==> config.mk <==
export PLATFORM = sky130hd
export DESIGN_NAME = pc_sequencer
export DESIGN_NICKNAME = d
export VERILOG_FILES = /design/src/rtl/pc_sequencer.sv
export SDC_FILE = /design/constraint.sdc
export NUM_CORES = 1
export LEC_CHECK = 0
export BUFFER_PORTS_ARGS = -buffer_cell sky130_fd_sc_hd__buf_2
export CAP_MARGIN = 0
export CORE_UTILIZATION = 42
export CTS_CLUSTER_SIZE = 10
export DETAILED_ROUTE_END_ITERATION = 6
export GPL_TIMING_DRIVEN = 0
export PLACE_DENSITY_LB_ADDON = 0.15
export SLEW_MARGIN = 20
export SYNTH_ARGS = -nofsm -noshare
export SYNTH_HDL_FRONTEND = slang
export SYNTH_SLANG_ARGS = --single-unit
export TNS_END_PERCENT = 100
==> constraint.sdc <==
create_clock -name clk -period 1.9 [get_ports clk]
set_input_delay 0.285 -clock clk [delete_from_list [all_inputs] [get_ports clk]]
set_output_delay 0.285 -clock clk [all_outputs]
set_load 0.02 [all_outputs]
==> src/rtl/pc_sequencer.sv <==
// Program-counter sequencer: IDLE/FETCH/UPDATE/HALT, drives an external 6-bit adder for PC+STEP or PC+offset.
// One fetch per two cycles at full rate; fetch_valid is held until fetch_ready, and PC updates one cycle after transfer.
module pc_sequencer #(
  parameter logic [5:0] RESET_PC = 6'd0,
  parameter logic [5:0] STEP     = 6'd1,
  parameter int         CNT_W    = 8
) (
  input  logic             clk,
  input  logic             rst,
  input  logic             en,
  input  logic             fetch_ready,
  output logic             fetch_valid,
  output logic [5:0]       pc_addr,
  input  logic             branch_req,
  input  logic [5:0]       branch_off,
  input  logic             jump_req,
  input  logic [5:0]       jump_addr,
  input  logic             halt_req,
  output logic [5:0]       add_a,
  output logic [5:0]       add_b,
  input  logic [5:0]       add_sum,
  output logic [1:0]       state,
  output logic             halted,
  output logic [CNT_W-1:0] fetch_cnt
);

  localparam logic [1:0] S_IDLE   = 2'd0;
  localparam logic [1:0] S_FETCH  = 2'd1;
  localparam logic [1:0] S_UPDATE = 2'd2;
  localparam logic [1:0] S_HALT   = 2'd3;

  localparam logic [CNT_W-1:0] CNT_MAX = {CNT_W{1'b1}};
  localparam logic [CNT_W-1:0] CNT_ONE = {{(CNT_W-1){1'b0}}, 1'b1};

  logic [1:0]       state_q, state_d;
  logic [5:0]       pc_q, pc_d;
  logic [CNT_W-1:0] cnt_q, cnt_d;
  logic             halted_q, halted_d;
  logic             xfer;
  logic             take_branch;

  assign fetch_valid = (state_q == S_FETCH);
  assign xfer        = fetch_valid & fetch_ready;
  assign pc_addr     = pc_q;
  assign state       = state_q;
  assign halted      = halted_q;
  assign fetch_cnt   = cnt_q;

  // The offset only reaches the adder when a branch actually wins arbitration.
  assign take_branch = (state_q == S_UPDATE) & branch_req & ~jump_req & ~halt_req;
  assign add_a       = pc_q;
  assign add_b       = take_branch ? branch_off : STEP;

  always_comb begin
    state_d  = state_q;
    pc_d     = pc_q;
    cnt_d    = cnt_q;
    halted_d = halted_q;
    case (state_q)
      S_IDLE: begin
        if (en) state_d = S_FETCH;
      end
      S_FETCH: begin
        if (xfer) begin
          state_d = S_UPDATE;
          if (cnt_q != CNT_MAX) cnt_d = cnt_q + CNT_ONE;
        end
      end
      S_UPDATE: begin
        if (halt_req) begin
          state_d  = S_HALT;
          halted_d = 1'b1;
        end else begin
          pc_d    = jump_req ? jump_addr : add_sum;
          state_d = en ? S_FETCH : S_IDLE;
        end
      end
      default: begin
        state_d = S_HALT;
      end
    endcase
  end

  always_ff @(posedge clk) begin
    if (rst) begin
      state_q  <= S_IDLE;
      pc_q     <= RESET_PC;
      cnt_q    <= '0;
      halted_q <= 1'b0;
    end else begin
      state_q  <= state_d;
      pc_q     <= pc_d;
      cnt_q    <= cnt_d;
      halted_q <= halted_d;
    end
  end

endmodule
==> key figures <==
Yosys
  – Simple-gate share of the synthesized area: 25.7%
  – Mux contribution to synthesized area: 7.69%
  – Mapped Nets: 127
  – Largest family of logic cells by synthesized area: simple AND/OR/NAND/NOR gates
  – Cells after synthesis: 101
  – Yosys top cell by area: dfxtp_1
  – Share of the synthesized area in the top cell type: 37.4%
  – Adder-Cell Fraction of Synth Area: 1.37%
  – Synth top area cells: dfxtp_1 37%, mux2i_1 7.7%, a211oi_1 6.6%
  – Synthesized flop and latch total: 17
  – Post-Syn Area: 911 µm²
  – Synthesized area per cell: 9.02 µm²
  – Yosys cell types: 33
  – Ys Warns: 0
  – Register area share after synthesis: 37.4%
  – Synth Area in Compound Gates: 16.6%
  – Synth Area in XOR/XNOR: 1.92%

Power and ir drop
  – NetSw: 0.188 mW
  – Pint: 0.506 mW
  – Seq pwr share: 54.8%
  – Clock Power Share: 27.3%
  – Net Sw Frac: 27.1%
  – Comb pwr share: 18.0%
  – P_leak: 0.626 nW
  – VDD IR-drop max: 0.440 mV
  – PwrDens: 555 nW/µm²

Drt
  – Vias per cell: 5.18
  – Starting DRC count in detailed routing: 8
  – Detailed Routing Iterations Pass 1: 6
  – Total length of routed wires: 2.11 mm
  – Drt drc: 0
  – WL per Instance: 11.5 µm
  – Vias: 953
  – Antenna viol nets, final: 0

STA
  – Tcrit/Tclk final: 92.1%
  – Setup TNS: 0 ns
  – Count of final hold-check violations: 0
  – Setup Viol. Count Final: 0
  – Fin Clk Skew: 0.00461 ns
  – Worst-Margin Slew: 0.440 ns
  – FMAX: 0.572 GHz
  – RSZ-0062 raised after global routing: no
  – Minimum clock period: 1.75 ns
  – Slew Limit Fails: 0
  – Worst setup margin: 0.151 ns
  – Relative slew slack: 70.7%

Setup path
  – Type of origin of the critical path: flip-flop
  – Crit Path Class: flip-flop to output port
  – Reg2Reg Depth: 5
  – R2R Setup Slk: 0.39 ns
  – Critical path arrival: 1.46 ns
  – CP required: 1.62 ns
  – Crit end category: output port
  – Crit Path Max Fanout: 9

Placed design
  – DP HPWL: 1.63 mm
  – Port buffer count: 52
  – Global placer's final weighted congestion: 0.787
  – Setup slack after placement: 0.138 ns

Floorplan
  – # rows: 16
  – Die Wd: 48.6 µm
  – Die area: 2360 µm²
  – Die H: 48.6 µm
  – Initial core utilization: 45.5%
  – IO Pins: 55
  – Core area: 2000 µm²

Clocking
  – Root buf cell: clkbuf_4
  – CTS Sinks: 17
  – Reg clk slew, reported paths: 0.10 ns
  – Cts bufs inserted: 3
  – CTS tree: built
  – Worst-Skew Late Latency: 0.29 ns
  – H-tree level count: 1
  – Postcts setup bufs: 0
  – Max clock buf depth: 2

Layout
  – Commonest non-fill, non-tap cell in the layout: buf_2
  – Fill cells: 199
  – Commonest non-fill, non-tap cells in the layout: 53 x buf_2, 15 x nor2_1, 15 x dfxtp_1
  – Diode count: 0
  – Util after Layout: 62.4%
  – Net count, final: 184
  – Fraction of layout cells with a size suffix above 1: 46.5%
  – Syn-to-layout area delta: 37.2%

Worst hold path
  – Min-delay worst type: primary input to flip-flop
  – Worst hold stages: 2

Global route
  – GRT Resource Usage Total: 18.8%
  – First-pass GRT wire length: 3.52 mm
  – Largest net degree at the start of global routing: 11
  – Initial antenna violation count: 0
  – Number of global-route vias before repair: 847
  – Total grt overflow: 0

Flow run
  – Max Cap Viol: 0

Run status
  – Status: complete, no violations
-- flip-flops by register name, indices dropped and copies added (netlist names) --
register / flops
halted: 1
add_a: 6
fetch_cnt: 8
state: 2
-- per-layer routing --
| metal | up-vias | track usage (%) | share of wire [%] | wire, µm |
|---|---|---|---|---|
| met5 | - | 0 | 0 | 0 |
| met4 | 0 | 5.88 | 0 | 0 |
| met3 | 0 | 5.03 | 10 | 219 |
| met1 | 424 | 21.2 | 42 | 877 |
| met2 | 55 | 34.3 | 48 | 1020 |
| li1 | 474 | - | - | - |
-- power groups by stage --
stage / Sequential (mW) / Clock, mW / Combinational [mW]
2_1_floorplan: 0.398 / 0 / 0.0632
3_3_place_gp: 0.386 / 0 / 0.121
3_5_place_dp: 0.387 / 0 / 0.123
4_1_cts: 0.380 / 0.197 / 0.125
5_1_grt: 0.382 / 0.212 / 0.136
6_report: 0.380 / 0.189 / 0.125
-- cell type report --
cell class	instances	area [µm²]	share of cell area [%]
clock buffer	3	22.5	1.80
multi-input combinational	73	498	39.8
clock inverter	1	5.00	0.400
inverter	1	3.75	0.300
sequential	17	345	27.6
buffer	10	81.3	6.51
tap	27	33.8	2.70
timing repair buffer	52	260	20.8
-- through the flow --
| step | std cells | total power [mW] | hold slack (ns) | cell area [µm²] |
|---|---|---|---|---|
| CTS | 184 | 0.702 | 0.199 | 1240 |
| floorplan | 101 | 0.461 | 0.449 | 911 |
| global placement | 180 | 0.507 | 0.450 | 1200 |
| global route | 184 | 0.731 | 0.198 | 1250 |
| finish | 184 | 0.693 | 0.209 | 1250 |
| detailed placement | 180 | 0.510 | 0.473 | 1200 |
-- critical path, cell delays in order, from the launching register on --
cell and delay (ns):
dfxtp_2 0.39, nor3b_4 0.24, and3b_2 0.26, and2_1 0.13
buf_2 0.16
-- what timing repair did --
action / 4_1_cts / 5_1_grt
gates resized for setup: 2 / 4
endpoints found under the setup margin: 6 / 6
hold buffers: 0 / 0
pin swaps: 0 / 2
-- worst paths after layout --
kind,to,startpoint
max,add_b[5],state[0]
max reg2reg,fetch_cnt[5],fetch_cnt[0]
min,add_a[2],rst
min reg2reg,halted,halted
-- kinds of logic after synthesis --
family          after synthesis
xor+xnor                      2
buf+inv                      11
compound gates               21
fa+ha+maj                     1
mux                           7
flops                        17
simple gates                 42
-- synthesized netlist by cell type --
| master | instances |
|---|---|
| a211oi_1 | 8 |
| a21boi_0 | 1 |
| a21oi_1 | 6 |
| a311oi_1 | 1 |
| a31oi_1 | 1 |
| and2_1 | 5 |
| and3b_1 | 1 |
| and4_1 | 1 |
| and4b_2 | 1 |
| buf_2 | 1 |
| buf_4 | 6 |
| clkbuf_1 | 1 |
| clkbuf_8 | 2 |
| dfxtp_1 | 17 |
| ha_1 | 1 |
| inv_1 | 1 |
| mux2i_1 | 7 |
| nand2_1 | 4 |
| nand2b_1 | 1 |
| nand3_1 | 3 |
| nand3b_4 | 1 |
| nand4_1 | 1 |
| nor2_1 | 15 |
| nor2b_1 | 1 |
| nor3_1 | 4 |
| nor3b_1 | 1 |
| o21ai_0 | 1 |
| o21bai_4 | 1 |
| o31ai_1 | 2 |
| or2_2 | 1 |
| or4_1 | 2 |
| xnor2_1 | 1 |
| xor2_1 | 1 |
Note: power is estimated with default switching activity, not from simulation.
